--- src/rtl/nes_bus_pkg.sv ---
// Shared NES system-bus definitions: register addresses, sprite DMA
// transfer length and the OAM DMA controller state encoding.
package nes_bus_pkg;

    localparam logic [15:0] APU_OAMDMA  = 16'h4014;
    localparam logic [15:0] PPU_OAMDATA = 16'h2004;
    localparam int          XFER_LEN    = 256;

    // Offset of the final byte; the 8-bit offset counter ends here.
    localparam logic [7:0]  LAST_OFF    = 8'(XFER_LEN - 1);

    typedef enum logic [2:0] {
        ST_IDLE,
        ST_HALT,
        ST_ALIGN,
        ST_READ,
        ST_WRITE
    } dma_state_t;

endpackage

--- src/rtl/oam_dma_arbiter.sv ---
// Sprite DMA controller and CPU bus arbiter. A CPU write to DMA_REG_ADDR
// latches a source page, stalls the CPU and copies 256 bytes
// {page,00..FF} to OAM_DATA_ADDR as read/write pairs; otherwise the CPU
// bus passes straight through.
// Ports:
//   clk_ph2    : clock, all state on rising edge
//   rst        : synchronous active-low reset
//   cpu_addr   : CPU address       cpu_dout : CPU write data
//   cpu_rw     : CPU dir, 1=read   bus_din  : system read data
//   bus_addr   : system address    bus_dout : system write data
//   bus_rw     : system dir        cpu_rdy  : 0 = CPU stalled
//   dma_active : DMA owns the bus (ALIGN/READ/WRITE)
module oam_dma_arbiter
    import nes_bus_pkg::*;
#(
    parameter logic [15:0] DMA_REG_ADDR  = APU_OAMDMA,
    parameter logic [15:0] OAM_DATA_ADDR = PPU_OAMDATA
) (
    input  logic        clk_ph2,
    input  logic        rst,
    input  logic [15:0] cpu_addr,
    input  logic [7:0]  cpu_dout,
    input  logic        cpu_rw,
    input  logic [7:0]  bus_din,
    output logic [15:0] bus_addr,
    output logic [7:0]  bus_dout,
    output logic        bus_rw,
    output logic        cpu_rdy,
    output logic        dma_active
);

    dma_state_t state_q, state_d;
    logic [7:0] page_q,   page_d;
    logic [7:0] offset_q, offset_d;
    logic [7:0] data_q,   data_d;
    logic       parity_q;

    always_ff @(posedge clk_ph2) begin
        if (!rst) begin
            state_q  <= ST_IDLE;
            page_q   <= 8'h00;
            offset_q <= 8'h00;
            data_q   <= 8'h00;
            parity_q <= 1'b0;
        end else begin
            state_q  <= state_d;
            page_q   <= page_d;
            offset_q <= offset_d;
            data_q   <= data_d;
            parity_q <= ~parity_q;
        end
    end

    always_comb begin
        state_d    = state_q;
        page_d     = page_q;
        offset_d   = offset_q;
        data_d     = data_q;
        bus_addr   = cpu_addr;
        bus_dout   = cpu_dout;
        bus_rw     = cpu_rw;
        cpu_rdy    = 1'b0;
        dma_active = 1'b0;

        unique case (state_q)
            ST_IDLE: begin
                cpu_rdy = 1'b1;
                if (cpu_addr == DMA_REG_ADDR && !cpu_rw) begin
                    page_d   = cpu_dout;
                    offset_d = 8'h00;
                    state_d  = ST_HALT;
                end
            end
            ST_HALT: begin
                // A CPU write cannot be stalled; wait for a read cycle.
                // Odd cycles need one dummy read to land READ on even.
                if (cpu_rw)
                    state_d = parity_q ? ST_ALIGN : ST_READ;
            end
            ST_ALIGN: begin
                dma_active = 1'b1;
                bus_addr   = {page_q, offset_q};
                bus_dout   = data_q;
                bus_rw     = 1'b1;
                state_d    = ST_READ;
            end
            ST_READ: begin
                dma_active = 1'b1;
                bus_addr   = {page_q, offset_q};
                bus_dout   = data_q;
                bus_rw     = 1'b1;
                data_d     = bus_din;
                state_d    = ST_WRITE;
            end
            ST_WRITE: begin
                dma_active = 1'b1;
                bus_addr   = OAM_DATA_ADDR;
                bus_dout   = data_q;
                bus_rw     = 1'b0;
                // Offset never carries into the page byte.
                offset_d   = offset_q + 8'h01;
                if (offset_q == LAST_OFF)
                    state_d = ST_IDLE;
                else
                    state_d = ST_READ;
            end
            default: state_d = ST_IDLE;
        endcase
    end

endmodule

--- config.mk ---
export PLATFORM = sky130hd
export DESIGN_NAME = oam_dma_arbiter
export DESIGN_NICKNAME = d
export VERILOG_FILES = /design/src/rtl/nes_bus_pkg.sv /design/src/rtl/oam_dma_arbiter.sv
export SDC_FILE = /design/constraint.sdc
export NUM_CORES = 1
export LEC_CHECK = 0
export CORE_MARGIN = 5
export CORE_UTILIZATION = 35
export CTS_CLUSTER_DIAMETER = 40
export DETAILED_ROUTE_END_ITERATION = 8
export GPL_TIMING_DRIVEN = 0
export PLACE_DENSITY = 0.62
export SLEW_MARGIN = 20
export SYNTH_ARGS = -nofsm -noshare
export SYNTH_HDL_FRONTEND = slang
export SYNTH_SLANG_ARGS = --single-unit
export TNS_END_PERCENT = 1
--- constraint.sdc ---
create_clock -name clk_ph2 -period 3.3 [get_ports clk_ph2]
set_input_delay 0.66 -clock clk_ph2 [delete_from_list [all_inputs] [get_ports clk_ph2]]
set_output_delay 0.66 -clock clk_ph2 [all_outputs]
set_load 0.01 [all_outputs]
==> results_dict.tcl, run 1 <==
set metrics [dict create \
    leakage_nw 0.867 \
    area_growth_pct 44.0 \
    synth-edff-count 0 \
    cts_tree "yes" \
    ctsResizeCount 0 \
    min_to "parity_q$_SDFF_PN0_" \
    fmax_mhz 318 \
    die_area_um2 6150 \
    worstHoldStart "parity_q$_SDFF_PN0_" \
    synthTopCellsByArea "dfxtp_1 (34%), nand2_1 (16%), nand3_1 (8.9%), mux2i_1 (5.5%), mux2_2 (5.5%)" \
    crit_path_max_fanout 9 \
    start_util 0.369 \
    antenna_cells 0 \
    path_class "register to primary output" \
    syn-instance-count 218 \
    path_clk_slew_ps 100 \
    crit_slowest_cell "clkdlybuf4s50_1" \
    rows 24 \
    path_cells "or3b_2, buf_2, nand2_2, mux2_2, clkdlybuf4s50_1" \
    worstPathArrival_ps 2480 \
    postRouteAntennaNets 0 \
    final_layout_size_suffix_gt1_frac 0.0816 \
    syn_area_um2 1640 \
    initialDrtViolationCount 97 \
    rr_startpoint "state_q[2]$_SDFFE_PN0P_" \
    cts_buffer_depth 2 \
    viasPerCell 5.25 \
    pwr_density_cell_nw_per_um2 292 \
    setup_viol 0 \
    insertion_delay_ps 290 \
    holdWs_ps 434 \
    ys_seq_area_frac 0.342 \
    die_h_um 78.4 \
    max-slew-margin-rel 0.503 \
    globalplace.congestion 0.853 \
    hold_class "register to register" \
    synth_top_cell_area_share 0.342 \
    grt_pass1_vias 1628 \
    synth.distinct_cells 37 \
    endpoint_kind "primary output" \
    ys_seq_elements 28 \
    drv_slew 0 \
    clock_sinks 28 \
    route.met3.wl_um 387 \
    grt_pass1_wl_mm 8.17 \
    ir_drop_v 0.000144 \
    first_pass_iters 4 \
    post-cts-setup-buffer-count 0 \
    holdPathStages 1 \
    syn_avg_cell_area_um2 7.52 \
    antenna_found_initial 0 \
    via_count 1752 \
    cts_max_level 1 \
    cpPeakStageDelay_ps 480 \
    r2r_slack_ps 1500 \
    p_total_mw 0.690 \
    wl_per_cell_um 15.7 \
    timing.rr.end "page_q[3]$_SDFFE_PN0P_" \
    nets 319 \
    clockRootBuffer "clkbuf_8" \
    final.setup_skew_ps 3.97 \
    maxCapViolCount 0 \
    cts_inserted_buffers 3 \
    wl_met1_mm 2.36 \
    synth_ff_type "dfxtp_1" \
    synth_largest_area_cell "dfxtp_1" \
    r2r_cells 6 \
    grt_use_total 0.166 \
    finalWirelength_mm 5.26 \
    drc 0 \
    fin_crit_ps 3140 \
    ios 62 \
    hpwl_mm 3.96 \
    grt_overflow 0 \
    grt_start_max_net_pins 16 \
    cts_hold_buf 0 \
    topRoutingLayerUsed "met4" \
    yosys_warnings 0 \
    hold_viol 0 \
    async_flop_share 0 \
    critical-path-top-delay-family "simple AND/OR/NAND/NOR gates" \
    status "completed" \
    worstMarginPinSlew_ps 744 \
    setup_tns_ps 0 \
    path_buf_inv 2 \
    die_w_um 78.4 \
    cp.required_ps 2640 \
    startpoint_type "register" \
    syn-num-nets 254 \
    rsz0062_at_grt "no" \
    fin_crit_sh 0.952 \
    dr_wl_met2_mm 2.47 \
    port_buffers 60 \
    core_um2 4440 \
]
[cell usage after synthesis, drive strengths merged (4+ instances only)]
cell and count:
a21boi 8, buf 8, clkbuf 7, dfxtp 28, mux2 8, mux2i 9, nand2 70, nand3 29
nand3b 5, nor2 7, nor3 5, o31ai 4
[state kept, by name (all words and copies together), names as in the netlist]
name and count:
data_q 8, offset_q 8, page_q 8, state_q 3, parity_q 1
[cells in the final DEF (no fill, tap or decap), types with 3 or more instances in the layout]
cell,n
nand2_1,68
clkdlybuf4s50_1,60
nand3_1,29
dfxtp_1,28
mux2i_1,9
mux2_2,8
a21boi_0,8
clkbuf_1,7
nor2_1,7
buf_1,5
nand3b_1,5
nor3_1,4
o31ai_1,4
clkbuf_8,4
nand2b_1,3
nor3b_1,3
nor4_1,3
[power by group]
part           switching (mW)  internal, mW  leakage, nW  total, mW
clock                   0.120         0.107       0.0288      0.228
sequential           0.000460         0.339        0.226      0.339
combinational          0.0480        0.0752        0.612      0.123
total                   0.169         0.521        0.867      0.690
[cells by family (layout without fill, tap and decap cells)]
| group | after synthesis | count (layout) | share of synthesized area |
|---|---|---|---|
| simple gates | 134 | 134 | 0.395 |
| flops | 28 | 28 | 0.342 |
| compound gates | 21 | 21 | 0.0954 |
| mux | 17 | 17 | 0.110 |
| buf+inv | 16 | 80 | 0.0450 |
| fa+ha+maj | 1 | 1 | 0.00763 |
| xor+xnor | 1 | 1 | 0.00534 |
[how the worst max path moves through the flow]
stage	from	end	slack, ps	cells past startpoint
2_1_floorplan	state_q[2]$_SDFFE_PN0P_	bus_dout[0]	1110	4
3_3_place_gp	state_q[2]$_SDFFE_PN0P_	bus_dout[6]	510	5
3_5_place_dp	state_q[2]$_SDFFE_PN0P_	bus_dout[6]	520	5
4_1_cts	state_q[2]$_SDFFE_PN0P_	bus_dout[6]	170	5
5_1_grt	state_q[2]$_SDFFE_PN0P_	bus_addr[15]	60	6
6_report	state_q[2]$_SDFFE_PN0P_	bus_dout[6]	160	5
[metrics by stage]
| stage | worst slack [ps] | instances | util | cell area, um^2 |
|---|---|---|---|---|
| floorplan | 1110 | 218 | - | 1640 |
| global placement | 507 | 330 | 0.519 | 2300 |
| detailed placement | 518 | 330 | 0.519 | 2300 |
| CTS | 174 | 334 | 0.531 | 2360 |
| global route | 55.5 | 334 | 0.531 | 2360 |
| finish | 158 | 334 | 0.531 | 2360 |
[metal layers]
layer | up-vias | global-route usage
met5 | - | 0
met2 | 52 | 0.271
met3 | 5 | 0.0481
met4 | 0 | 0.0385
met1 | 809 | 0.217
li1 | 886 | -
[area by class of cell]
cell class | instances | area, um^2
inverters | 1 | 3.75
plain buffers | 15 | 70.1
flip-flops and latches | 28 | 561
multi-input cells | 174 | 1000
repair buffers | 60 | 601
fillers | 455 | 2080
well taps | 52 | 65.1
clock buffers | 4 | 55.1
No activity file was read; power rests on OpenSTA's default activity.
==> inputs of run 2 (changes only) <==
Settings changed: ABC_AREA set to 1, PLACE_DENSITY 0.62 to 0.63.
==> run 2 against run 1 <==
Synthesized area is 5.0% lower. Maximum frequency is 5.0% higher. Final cell count is 9.6% higher. Clock-buffer cell count is 1 lower. Non-clock buffer count is 5 lower. Power is 7.2% lower. Worst setup slack better by 150 ps. Clock skew is 3.0 ps higher. Global-route usage is 0.38 points lower. Worst hold slack worse by 14 ps. Register-to-register slack better by 270 ps.
==> results_dict.tcl, run 2 <==
set metrics [dict create \
    initialDrtViolationCount 145 \
    final.setup_skew_ps 6.97 \
    ctsResizeCount 0 \
    insertion_delay_ps 270 \
    mostFrequentLayoutCells "nand2_1 (64), clkdlybuf4s50_1 (61), nor2_1 (42), inv_1 (33), o21ai_0 (30)" \
    fin_crit_ps 2990 \
    endpoint_kind "primary output" \
    reg_top3 "data_q: 8 flops, offset_q: 8 flops, page_q: 8 flops" \
    placedCellCount 363 \
    crit_end "bus_addr[3]" \
    die_area_um2 5880 \
    setup_tns_ps 0 \
    die_h_um 76.7 \
    setup_viol 0 \
    placed_area_um2 2230 \
    syn-num-nets 286 \
    final_common_cell "nand2_1" \
    drv_slew 0 \
    worstMarginPinSlew_ps 511 \
    port_buffers 61 \
    r2r_cells 6 \
    max-slew-margin-rel 0.658 \
    first_pass_iters 4 \
    clock_sinks 28 \
    fin_crit_sh 0.907 \
    synth.distinct_cells 22 \
    nets 352 \
    synth_ff_type "dfxtp_1" \
    fmax_mhz 334 \
    hold_viol 0 \
    crit_path_max_fanout 10 \
    antenna_cells 0 \
    ys_seq_area_frac 0.360 \
    cts_max_level 1 \
    async_flop_share 0 \
    rsz0062_at_grt "no" \
    antenna_found_initial 0 \
    timing.rr.end "state_q[1]$_SDFFE_PN0P_" \
    startpoint_type "register" \
    postRouteAntennaNets 0 \
    cts_hold_buf 0 \
    cpPeakStageDelay_ps 570 \
    die_w_um 76.7 \
    synth-edff-count 0 \
    yosysMostFrequentCell "nand2_1" \
    ios 62 \
    globalplace.congestion 0.830 \
    pwr_density_cell_nw_per_um2 281 \
    grt_use_total 0.162 \
    cts_inserted_buffers 3 \
    holdPathStages 1 \
    cp.required_ps 2640 \
    grt_overflow 0 \
    synth_common_cells "nand2_1 (64), nor2_1 (42), inv_1 (33)" \
    syn_avg_cell_area_um2 6.23 \
    final_layout_size_suffix_gt1_frac 0.0573 \
    yosys_warnings 0 \
    synthTopCellsByArea "dfxtp_1 (36%), nand2_1 (15%), nor2_1 (10%), o21ai_0 (9.6%), inv_1 (8.0%)" \
    viasPerCell 4.86 \
    leakage_nw 0.970 \
    worstPathArrival_ps 2330 \
    hpwl_mm 3.79 \
    grt_pass1_wl_mm 7.89 \
    hold_class "register to register" \
    syn-instance-count 250 \
    grt_pass1_vias 1669 \
    post-cts-setup-buffer-count 0 \
    via_count 1777 \
    ys_seq_elements 28 \
    path_class "register to primary output" \
    finalWirelength_mm 4.88 \
    path_depth 6 \
    grt_start_max_net_pins 15 \
    core_um2 4320 \
    start_util 0.360 \
    synth_largest_area_cell "dfxtp_1" \
    cts_tree "yes" \
    rows 24 \
    r2r_slack_ps 1770 \
    crit_slowest_cell "clkdlybuf4s50_1" \
    path_cells "inv_1, nor2_1, inv_1, buf_2, o22ai_1, clkdlybuf4s50_1" \
    path_clk_slew_ps 100 \
    drc 0 \
    cpMostUsedCell "inv_1" \
    area_growth_pct 46.1 \
    instances_no_fill 366 \
    clockRootBuffer "clkbuf_8" \
    wl_per_cell_um 13.3 \
    syn_area_um2 1560 \
    maxCapViolCount 0 \
    crit_start "state_q[1]$_SDFFE_PN0P_" \
    critical-path-top-delay-family "buffers and inverters" \
    rr_startpoint "state_q[1]$_SDFFE_PN0P_" \
    postLayoutCellArea_um2 2270 \
    cts_buffer_depth 2 \
    synth_top_cell_area_share 0.360 \
    path_buf_inv 4 \
    ir_drop_v 0.000119 \
    status "completed" \
]
[run 2: changes by cell type after synthesis, moves of 5 or more]
cell      delta
a21boi_0     -8
a21oi_1      +6
buf_1        -5
clkbuf_1     -5
inv_1       +33
mux2_2       -8
mux2i_1      -9
nand3_1     -17
nor2_1      +35
o21ai_0     +29
[run 2: final cells by class]
cell class              instances  area (um^2)
clock buffers                   3         41.3
fillers                       474         2050
well taps                      52         65.1
repair buffers                 61          611
plain buffers                   9         61.3
inverters                      37          139
multi-input cells             176          796
flip-flops and latches         28          561
[run 2: power breakdown]
part	switching (mW)	internal (mW)	leakage, nW
sequential	0.000379	0.338	0.226
combinational	0.0417	0.0716	0.723
clock	0.106	0.0820	0.0216
total	0.148	0.492	0.970
[run 2: worst min path at each step]
| stage | start | to | slack [ps] |
|---|---|---|---|
| floorplan | parity_q$_SDFF_PN0_ | parity_q$_SDFF_PN0_ | 390 |
| global placement | parity_q$_SDFF_PN0_ | parity_q$_SDFF_PN0_ | 400 |
| detailed placement | parity_q$_SDFF_PN0_ | parity_q$_SDFF_PN0_ | 410 |
| CTS | parity_q$_SDFF_PN0_ | parity_q$_SDFF_PN0_ | 420 |
| global route | parity_q$_SDFF_PN0_ | parity_q$_SDFF_PN0_ | 440 |
| finish | parity_q$_SDFF_PN0_ | parity_q$_SDFF_PN0_ | 420 |
[run 2: worst register-to-register path, stage by stage (launching register included)]
cell	delay, ps
dfxtp_1	400
inv_1	90
nor2_1	350
inv_1	210
o211ai_1	240
nand3b_1	100
nor2_1	90
[run 2: metal layers]
| metal | vias to the layer above | global-route usage | wire [um] |
|---|---|---|---|
| met4 | 0 | 0.0385 | 51 |
| met3 | 5 | 0.0258 | 279 |
| li1 | 924 | - | - |
| met1 | 792 | 0.225 | 2290 |
| met2 | 56 | 0.263 | 2260 |
| met5 | - | 0 | 0 |
[run 2: kinds of logic after synthesis]
kind of cell,Yosys count,synth area share
compound gates,51,0.184
fa+ha+maj,1,0.00804
buf+inv,46,0.129
flops,28,0.360
simple gates,124,0.319
[run 2: through the flow]
stage / power [mW] / setup slack, ps / util / hold slack, ps
after floorplan: 0.378 / 1390 / - / 393
after global placement: 0.461 / 610 / 0.516 / 402
after detailed placement: 0.461 / 615 / 0.516 / 405
after CTS: 0.649 / 300 / 0.526 / 420
after global routing: 0.668 / 130 / 0.526 / 439
final: 0.640 / 308 / 0.526 / 420
==> inputs of run 3 (changes only) <==
Settings changed: RECOVER_POWER set to 100.
==> run 3 against run 2 <==
Critical path depth is 1 higher. Register-to-register slack hardly changed. Utilization shrank 0.058 points. First-iteration DRC count shrank 6.2%.
==> results_dict.tcl, run 3 (synthesized netlist as in run 2, its figures left out) <==
set metrics [dict create \
    p_total_mw 0.637 \
    status "completed" \
    grt_pass1_wl_mm 7.89 \
    globalplace.congestion 0.830 \
    grt_start_max_net_pins 15 \
    crit_slowest_cell "dlygate4sd3_1" \
    antenna_found_initial 0 \
    setup_tns_ps 0 \
    grt_pass1_vias 1669 \
    setup_viol 0 \
    grt.busiest_layer "met2" \
    die_h_um 76.7 \
    maxCapViolCount 0 \
    pwr_density_cell_nw_per_um2 280 \
    worstPathArrival_ps 2410 \
    cpPeakStageDelay_ps 630 \
    max-slew-margin-rel 0.660 \
    antenna_cells 0 \
    r2r_slack_ps 1770 \
    die_area_um2 5880 \
    nets 352 \
    final_core_util 0.525 \
    cts_buffer_depth 2 \
    ctsResizeCount 0 \
    path_class "register to primary output" \
    viasPerCell 4.80 \
    die_w_um 76.7 \
    met1_usage 0.225 \
    clock_sinks 28 \
    cts_max_level 1 \
    start_util 0.360 \
    grtUsageMet3 0.0258 \
    hpwl_mm 3.79 \
    holdWs_ps 420 \
    cp.required_ps 2640 \
    drc 0 \
    cts_inserted_buffers 3 \
    drv_slew 0 \
    path_buf_inv 4 \
    final.setup_skew_ps 5.92 \
    cts_tree "yes" \
    ir_drop_v 0.000120 \
    leakage_nw 0.975 \
    final_common_cell "nand2_1" \
    fmax_mhz 325 \
    via_count 1758 \
    insertion_delay_ps 280 \
    crit_path_max_fanout 10 \
    initialDrtViolationCount 136 \
    first_pass_iters 4 \
    wl_per_cell_um 13.4 \
    core_um2 4320 \
    port_buffers 61 \
    rsz0062_at_grt "no" \
    grt_use_total 0.162 \
    rows 24 \
    reg_top3 "data_q: 8 flops, offset_q: 8 flops, page_q: 8 flops" \
    mostFrequentLayoutCells "nand2_1 (64), nor2_1 (42), clkdlybuf4s50_1 (39), inv_1 (34), o21ai_0 (30)" \
    ios 62 \
    fin_ws_ps 227 \
    finalWirelength_mm 4.89 \
    grt_overflow 0 \
    fin_crit_sh 0.931 \
    post-cts-setup-buffer-count 0 \
    area_growth_pct 45.9 \
    startpoint_type "register" \
    cts_hold_buf 0 \
    clockRootBuffer "clkbuf_8" \
    cpMostUsedCell "inv_1" \
    grt_use_met2 0.263 \
    hold_viol 0 \
    worstMarginPinSlew_ps 509 \
    place_ws_ps 615 \
    endpoint_kind "primary output" \
    path_clk_slew_ps 100 \
    postRouteAntennaNets 0 \
    critical-path-top-delay-family "buffers and inverters" \
    fin_crit_ps 3070 \
    path_cells "inv_1, nor2_1, nor2_2, inv_1, buf_6, o22ai_1, dlygate4sd3_1" \
    final_layout_size_suffix_gt1_frac 0.0478 \
    hold_class "register to register" \
]
[run 3: cell types whose count changed in the layout (fill, tap and decap cells not counted), sizes merged]
| cell | before | now |
|---|---|---|
| clkbuf | 5 | 8 |
| dlygate4sd3 | 0 | 22 |
| clkdlybuf4s50 | 61 | 39 |
| buf | 7 | 4 |
[run 3: layout make-up]
type | count | area (um^2)
Timing Repair Buffer | 61 | 611
Sequential cell | 28 | 561
Fill cell | 476 | 2050
Clock buffer | 3 | 41.3
Multi-Input combinational cell | 176 | 796
Inverter | 37 | 139
Buffer | 9 | 58.8
Tap cell | 52 | 65.1
[run 3: path summary, 6_finish.rpt]
check	end	depth (start not counted)	startpoint
min	parity_q$_SDFF_PN0_	1	parity_q$_SDFF_PN0_
min reg2reg	parity_q$_SDFF_PN0_	1	parity_q$_SDFF_PN0_
max	bus_addr[3]	7	state_q[1]$_SDFFE_PN0P_
max reg2reg	page_q[7]$_SDFFE_PN0P_	7	state_q[1]$_SDFFE_PN0P_
[run 3: power breakdown]
part	switching (mW)	internal, mW	total (mW)
clock	0.108	0.0821	0.190
combinational	0.0413	0.0666	0.108
sequential	0.000379	0.338	0.339
[run 3: metrics by stage]
stage               instance area (um^2)  cells
detailed placement                  2230    363
global route                        2270    366
floorplan                           1560    250
global placement                    2230    363
CTS                                 2270    366
finish                              2270    366
[run 3: routing by layer]
| layer | up-vias | part of all wire |
|---|---|---|
| met5 | - | 0 |
| met3 | 5 | 0.052 |
| met4 | 0 | 0.011 |
| li1 | 924 | - |
| met2 | 45 | 0.46 |
| met1 | 784 | 0.47 |
